## src/rtl/seq_counter_ctrl.sv

```systemverilog
// seq_counter_ctrl
//   Sequence-counter and run-control stage for the multicycle processor.
//   Produces the registered 4-bit timing-state count for the downstream
//   4-to-16 timing decoder. It also holds the run flag, the interrupt-cycle
//   flag and a counter of completed instructions.
//
// Ports
//   clk     : system clock, all state updates on the rising edge
//   rst     : asynchronous, active-high reset
//   start   : set run flag
//   halt    : clear run flag and force sc to 0 (wins over start)
//   sc_clr  : end of instruction/interrupt cycle, sc returns to 0
//   sc_hold : stall, sc keeps its value
//   irq     : interrupt request (level), sampled only on sc_clr
//   ien     : interrupt enable, sampled only on sc_clr
//   sc      : timing-state count, sc[3] is the MSB
//   run     : processor running
//   r_flag  : next/current cycle is an interrupt cycle
//   ov      : one-cycle pulse after sc wraps 15->0 without sc_clr
//   icnt    : completed instructions since reset (wraps)
module seq_counter_ctrl #(
   parameter int unsigned ICNT_W = 8
) (
   input  logic              clk,
   input  logic              rst,
   input  logic              start,
   input  logic              halt,
   input  logic              sc_clr,
   input  logic              sc_hold,
   input  logic              irq,
   input  logic              ien,
   output logic [3:0]        sc,
   output logic              run,
   output logic              r_flag,
   output logic              ov,
   output logic [ICNT_W-1:0] icnt
);

   typedef enum logic {
      ST_IDLE = 1'b0,
      ST_RUN  = 1'b1
   } state_t;

   state_t            state_q, state_d;
   logic [3:0]        sc_q, sc_d;
   logic              r_flag_q, r_flag_d;
   logic              ov_q, ov_d;
   logic [ICNT_W-1:0] icnt_q, icnt_d;

   always_ff @(posedge clk or posedge rst) begin
      if (rst) begin
         state_q  <= ST_IDLE;
         sc_q     <= '0;
         r_flag_q <= 1'b0;
         ov_q     <= 1'b0;
         icnt_q   <= '0;
      end else begin
         state_q  <= state_d;
         sc_q     <= sc_d;
         r_flag_q <= r_flag_d;
         ov_q     <= ov_d;
         icnt_q   <= icnt_d;
      end
   end

   always_comb begin
      state_d  = state_q;
      sc_d     = sc_q;
      r_flag_d = r_flag_q;
      ov_d     = 1'b0;
      icnt_d   = icnt_q;
      case (state_q)
         ST_IDLE: begin
            sc_d = '0;
            if (start && !halt) begin
               state_d = ST_RUN;
            end
         end
         ST_RUN: begin
            if (halt) begin
               state_d = ST_IDLE;
               sc_d    = '0;
            end else if (sc_clr) begin
               sc_d     = '0;
               icnt_d   = icnt_q + ICNT_W'(1);
               // An interrupt cycle lasts exactly one instruction length:
               // a set flag always clears at the next sc_clr.
               r_flag_d = r_flag_q ? 1'b0 : (irq & ien);
            end else if (!sc_hold) begin
               sc_d = sc_q + 4'd1;
               ov_d = (sc_q == 4'hF);
            end
         end
         default: begin
            state_d = ST_IDLE;
            sc_d    = '0;
         end
      endcase
   end

   assign sc     = sc_q;
   assign run    = (state_q == ST_RUN);
   assign r_flag = r_flag_q;
   assign ov     = ov_q;
   assign icnt   = icnt_q;

endmodule

```

## config.mk

```make
export PLATFORM = sky130hd
export DESIGN_NAME = seq_counter_ctrl
export DESIGN_NICKNAME = d
export VERILOG_FILES = /design/src/rtl/seq_counter_ctrl.sv
export SDC_FILE = /design/constraint.sdc
export NUM_CORES = 1
export LEC_CHECK = 0
export ABC_AREA = 0
export CAP_MARGIN = 15
export CORE_MARGIN = 2
export CORE_UTILIZATION = 43
export DETAILED_ROUTE_END_ITERATION = 8
export PLACE_DENSITY = 0.86
export SYNTH_ARGS = -nofsm -noshare
export SYNTH_HDL_FRONTEND = slang
export SYNTH_SLANG_ARGS = --single-unit
```

## constraint.sdc

```tcl
create_clock -name clk -period 1.7 [get_ports clk]
set_clock_uncertainty 0.2 [all_clocks]
set_input_delay 0.17 -clock clk [delete_from_list [all_inputs] [get_ports clk]]
set_output_delay 0.17 -clock clk [all_outputs]
set_load 0.02 [all_outputs]
```

==> results by group <==
Pwr
  – Clock share of power: 0.210
  – Pwr dens: 954 nW/µm²
  – Pint: 619 µW
  – Maximum vdd drop: 0.874 mV
  – P_leak: 0.000567 µW
  – Switching power: 295 µW
  – Sw frac: 0.323
  – Flop pwr share: 0.508
  – Combinational share of power: 0.282

Synthesis
  – Synth Area in Simple Gates: 0.221
  – Area contributors post-synth: dfrtp_1 (55%), xor2_1 (7.7%), xnor2_1 (5.2%), nor2_1 (5.0%), ha_1 (3.7%)
  – Most frequent cell after synthesis: dfrtp_1
  – Most frequent cells after synthesis: dfrtp_1 (15), nor2_1 (9), xor2_1 (6), xnor2_1 (4)
  – Synth warnings: 0
  – Mapped Nets: 67
  – Adder-cell share of the synthesized area: 0.0369
  – Post-synth cell types: 18
  – Post-synthesis mux area share: 0.0314
  – Gate Count Post-Synth: 57
  – Synthesized area: 678 µm²
  – Post-synth EDFFs: 0
  – Sequential area share after synthesis: 0.554
  – Post-synth top area cell: dfrtp_1
  – Top FF cell, synth: dfrtp_1
  – Post-synth ARST share: 1.00
  – FF+latch count, synth: 15
  – XOR/XNOR share of the synthesized area: 0.129
  – Top-area cell type share of the netlist area: 0.554
  – Largest family of logic cells by synthesized area: simple AND/OR/NAND/NOR gates
  – Syn_area_per_cell: 11.9 µm²
  – Compound-cell area share of the yosys netlist: 0.0111

Clock tree
  – Skew-Pair Late Insertion Delay: 0.28 ns
  – TritonCTS clock tree: built
  – Cts bufs inserted: 3
  – CTS clock-pin slew for the worst setup and hold paths: 0.08 ns
  – Clock root buffer: clkbuf_4
  – Clock buffer depth: 2
  – H-tree level count: 1
  – Post-CTS setup buffers: 0
  – CTS Sinks: 15

Timing
  – Worst slew pin tran: 0.547 ns
  – Max Freq: 614 MHz
  – Setup TNS: 0 ns
  – Unrepaired setup endpoints after global routing: no
  – Slew Viols, Final: 0
  – Slew margin rel.: 0.635
  – Crit path time final: 1.63 ns
  – Final Cycle Share: 0.958
  – Final setup vio count: 0
  – Final Hold Violating Endpoints: 0

Floorplan
  – Vert. Die Dim: 43.7 µm
  – Placeable Area: 1490 µm²
  – Initial Util: 0.455
  – I/O Pins: 23
  – Die area: 1910 µm²
  – Die W: 43.7 µm
  – Standard-cell row count: 14

Worst setup path
  – CP Data Arrival Time: 1.26 ns
  – Slowest cell on the critical path: clkdlybuf4s50_1
  – CP cell instances: clkdlybuf4s50_1
  – Required @ worst endpoint: 1.33 ns
  – Crit Path Class: reg -> out
  – Levels on crit path: 1
  – FF-to-FF path depth: 4
  – Worst reg2reg setup slack: 0.35 ns
  – Setup crit start: icnt[7]$_DFFE_PP0P_
  – Setup crit start kind: register
  – Crit path buf inv count: 1
  – R2r endpoint: icnt[6]$_DFFE_PP0P_
  – Slowest stage delay, CP: 0.61 ns
  – Crit-path max FO: 2
  – Delay-heaviest family, CP: buffers and inverters
  – Worst setup path endpoint: icnt[7]
  – FF-to-FF Start: icnt[0]$_DFFE_PP0P_
  – CP Capture Type: output pin

Drt
  – Via count: 491
  – Routed Antenna Nets: 0
  – Routed WL: 1.25 mm
  – TritonRoute pass-1 iters: 4
  – Via density: 4.96
  – Drt first-iter violations: 5
  – Post-DR wirelength/cell: 12.6 µm
  – Drt drc: 0

Cells and area
  – Area Overhead vs Synth: 41.1%
  – Final nets: 94
  – Fraction of layout cells with a size suffix above 1: 0.0723
  – Non-Filler Instances: 99
  – # fillers: 123
  – Antenna diode count: 0

Placement
  – Global placer's final weighted congestion: 0.794
  – IO Port Bufs: 22
  – DP HPWL: 930 µm
  – Dpl cells: 95

Global route
  – Largest net degree at the start of global routing: 16
  – First-pass GRT wire length: 1.97 mm
  – GRT overflow: 0
  – Vias in the first global route: 450
  – GRT Overall Usage: 0.145
  – Initial antenna violation count: 0

Min path
  – Worst hold path class: in -> async

Outcome
  – Status: completed

Flow run
  – Maxcap violations: 0
-- cells in the final DEF (no fill, tap or decap) --
cell type / n
nor2_1: 9
xor2_1: 6
dlygate4sd2_1: 4
clkdlybuf4s50_1: 11
nand2_1: 3
mux2i_1: 1
dlymetal6s2s_1: 7
nor2b_1: 1
nand4b_1: 2
clkbuf_4: 3
nor4_4: 1
xnor2_1: 4
or3b_1: 1
ha_1: 2
a21o_1: 1
dfrtp_1: 15
mux2_2: 1
nor3_1: 3
nand3_1: 2
clkbuf_1: 1
inv_1: 3
nand4_1: 1
nand3b_4: 1
-- cell type report --
class	count	area [µm²]	share of cell area
flip-flops and latches	15	375	0.392
multi-input cells	39	292	0.305
repair buffers	22	233	0.243
clock buffers	4	26.3	0.0275
well taps	16	20.0	0.0209
inverters	3	11.3	0.0118
-- timing repair --
action                                  CTS  global route
gates cloned                              0             0
resized for setup                         4             7
endpoints found under the setup margin    4             7
hold buffers                              0             0
-- worst register-to-register path: stages, from the launching register on --
cell and delay (ns):
dfrtp_1 0.41, ha_1 0.17, nand4b_1 0.18, nor2_1 0.18, xnor2_1 0.14
-- metal layers --
layer,track usage,up-vias,part of all wire
li1,-,241,-
met1,0.198,234,0.42
met2,0.212,14,0.51
met3,0.0625,2,0.052
met4,0.0364,0,0.017
met5,0,-,0
-- metrics by stage --
| step | util | total power [µW] | hold slack [ns] | setup slack, ns | area (µm²) |
|---|---|---|---|---|---|
| 3_5_place_dp | 0.617 | 745 | 0.269 | 0.102 | 918 |
| 3_3_place_gp | 0.617 | 742 | 0.260 | 0.127 | 918 |
| 4_1_cts | 0.631 | 928 | 0.0504 | 0.00716 | 940 |
| 2_1_floorplan | - | 609 | -0.129 | 0.320 | 678 |
| 6_report | 0.643 | 914 | 0.0328 | 0.0708 | 957 |
| 5_1_grt | 0.643 | 970 | 0.0827 | 0.0164 | 957 |
-- flip-flops by register name, indices dropped and copies added (netlist names) --
register / cells
ov: 1
r_flag: 1
sc: 4
icnt: 8
run: 1
-- power by group through the flow --
stage               Sequential, µW  Clock, µW  Combinational, µW
finish                         464        192                258
global placement               469          0                273
CTS                            464        199                265
detailed placement             471          0                275
floorplan                      521          0               87.2
global route                   475        215                280
-- worst min-delay path by stage --
stage,end,slack (ns),depth (start not counted)
after floorplan,icnt[0]$_DFFE_PP0P_,-0.13,1
after global placement,icnt[7]$_DFFE_PP0P_,0.26,1
after detailed placement,icnt[7]$_DFFE_PP0P_,0.27,1
after CTS,icnt[2]$_DFFE_PP0P_,0.05,2
after global routing,icnt[4]$_DFFE_PP0P_,0.08,2
final,icnt[2]$_DFFE_PP0P_,0.03,2
-- kinds of logic after synthesis --
logic type	after synthesis
AND/OR/NAND/NOR	24
flip-flops	15
XOR/XNOR	10
buffers and inverters	3
multiplexers	2
adder cells (fa/ha/maj)	2
AO/OA/AOI/OAI	1
Note: power is estimated with default switching activity, not from simulation.
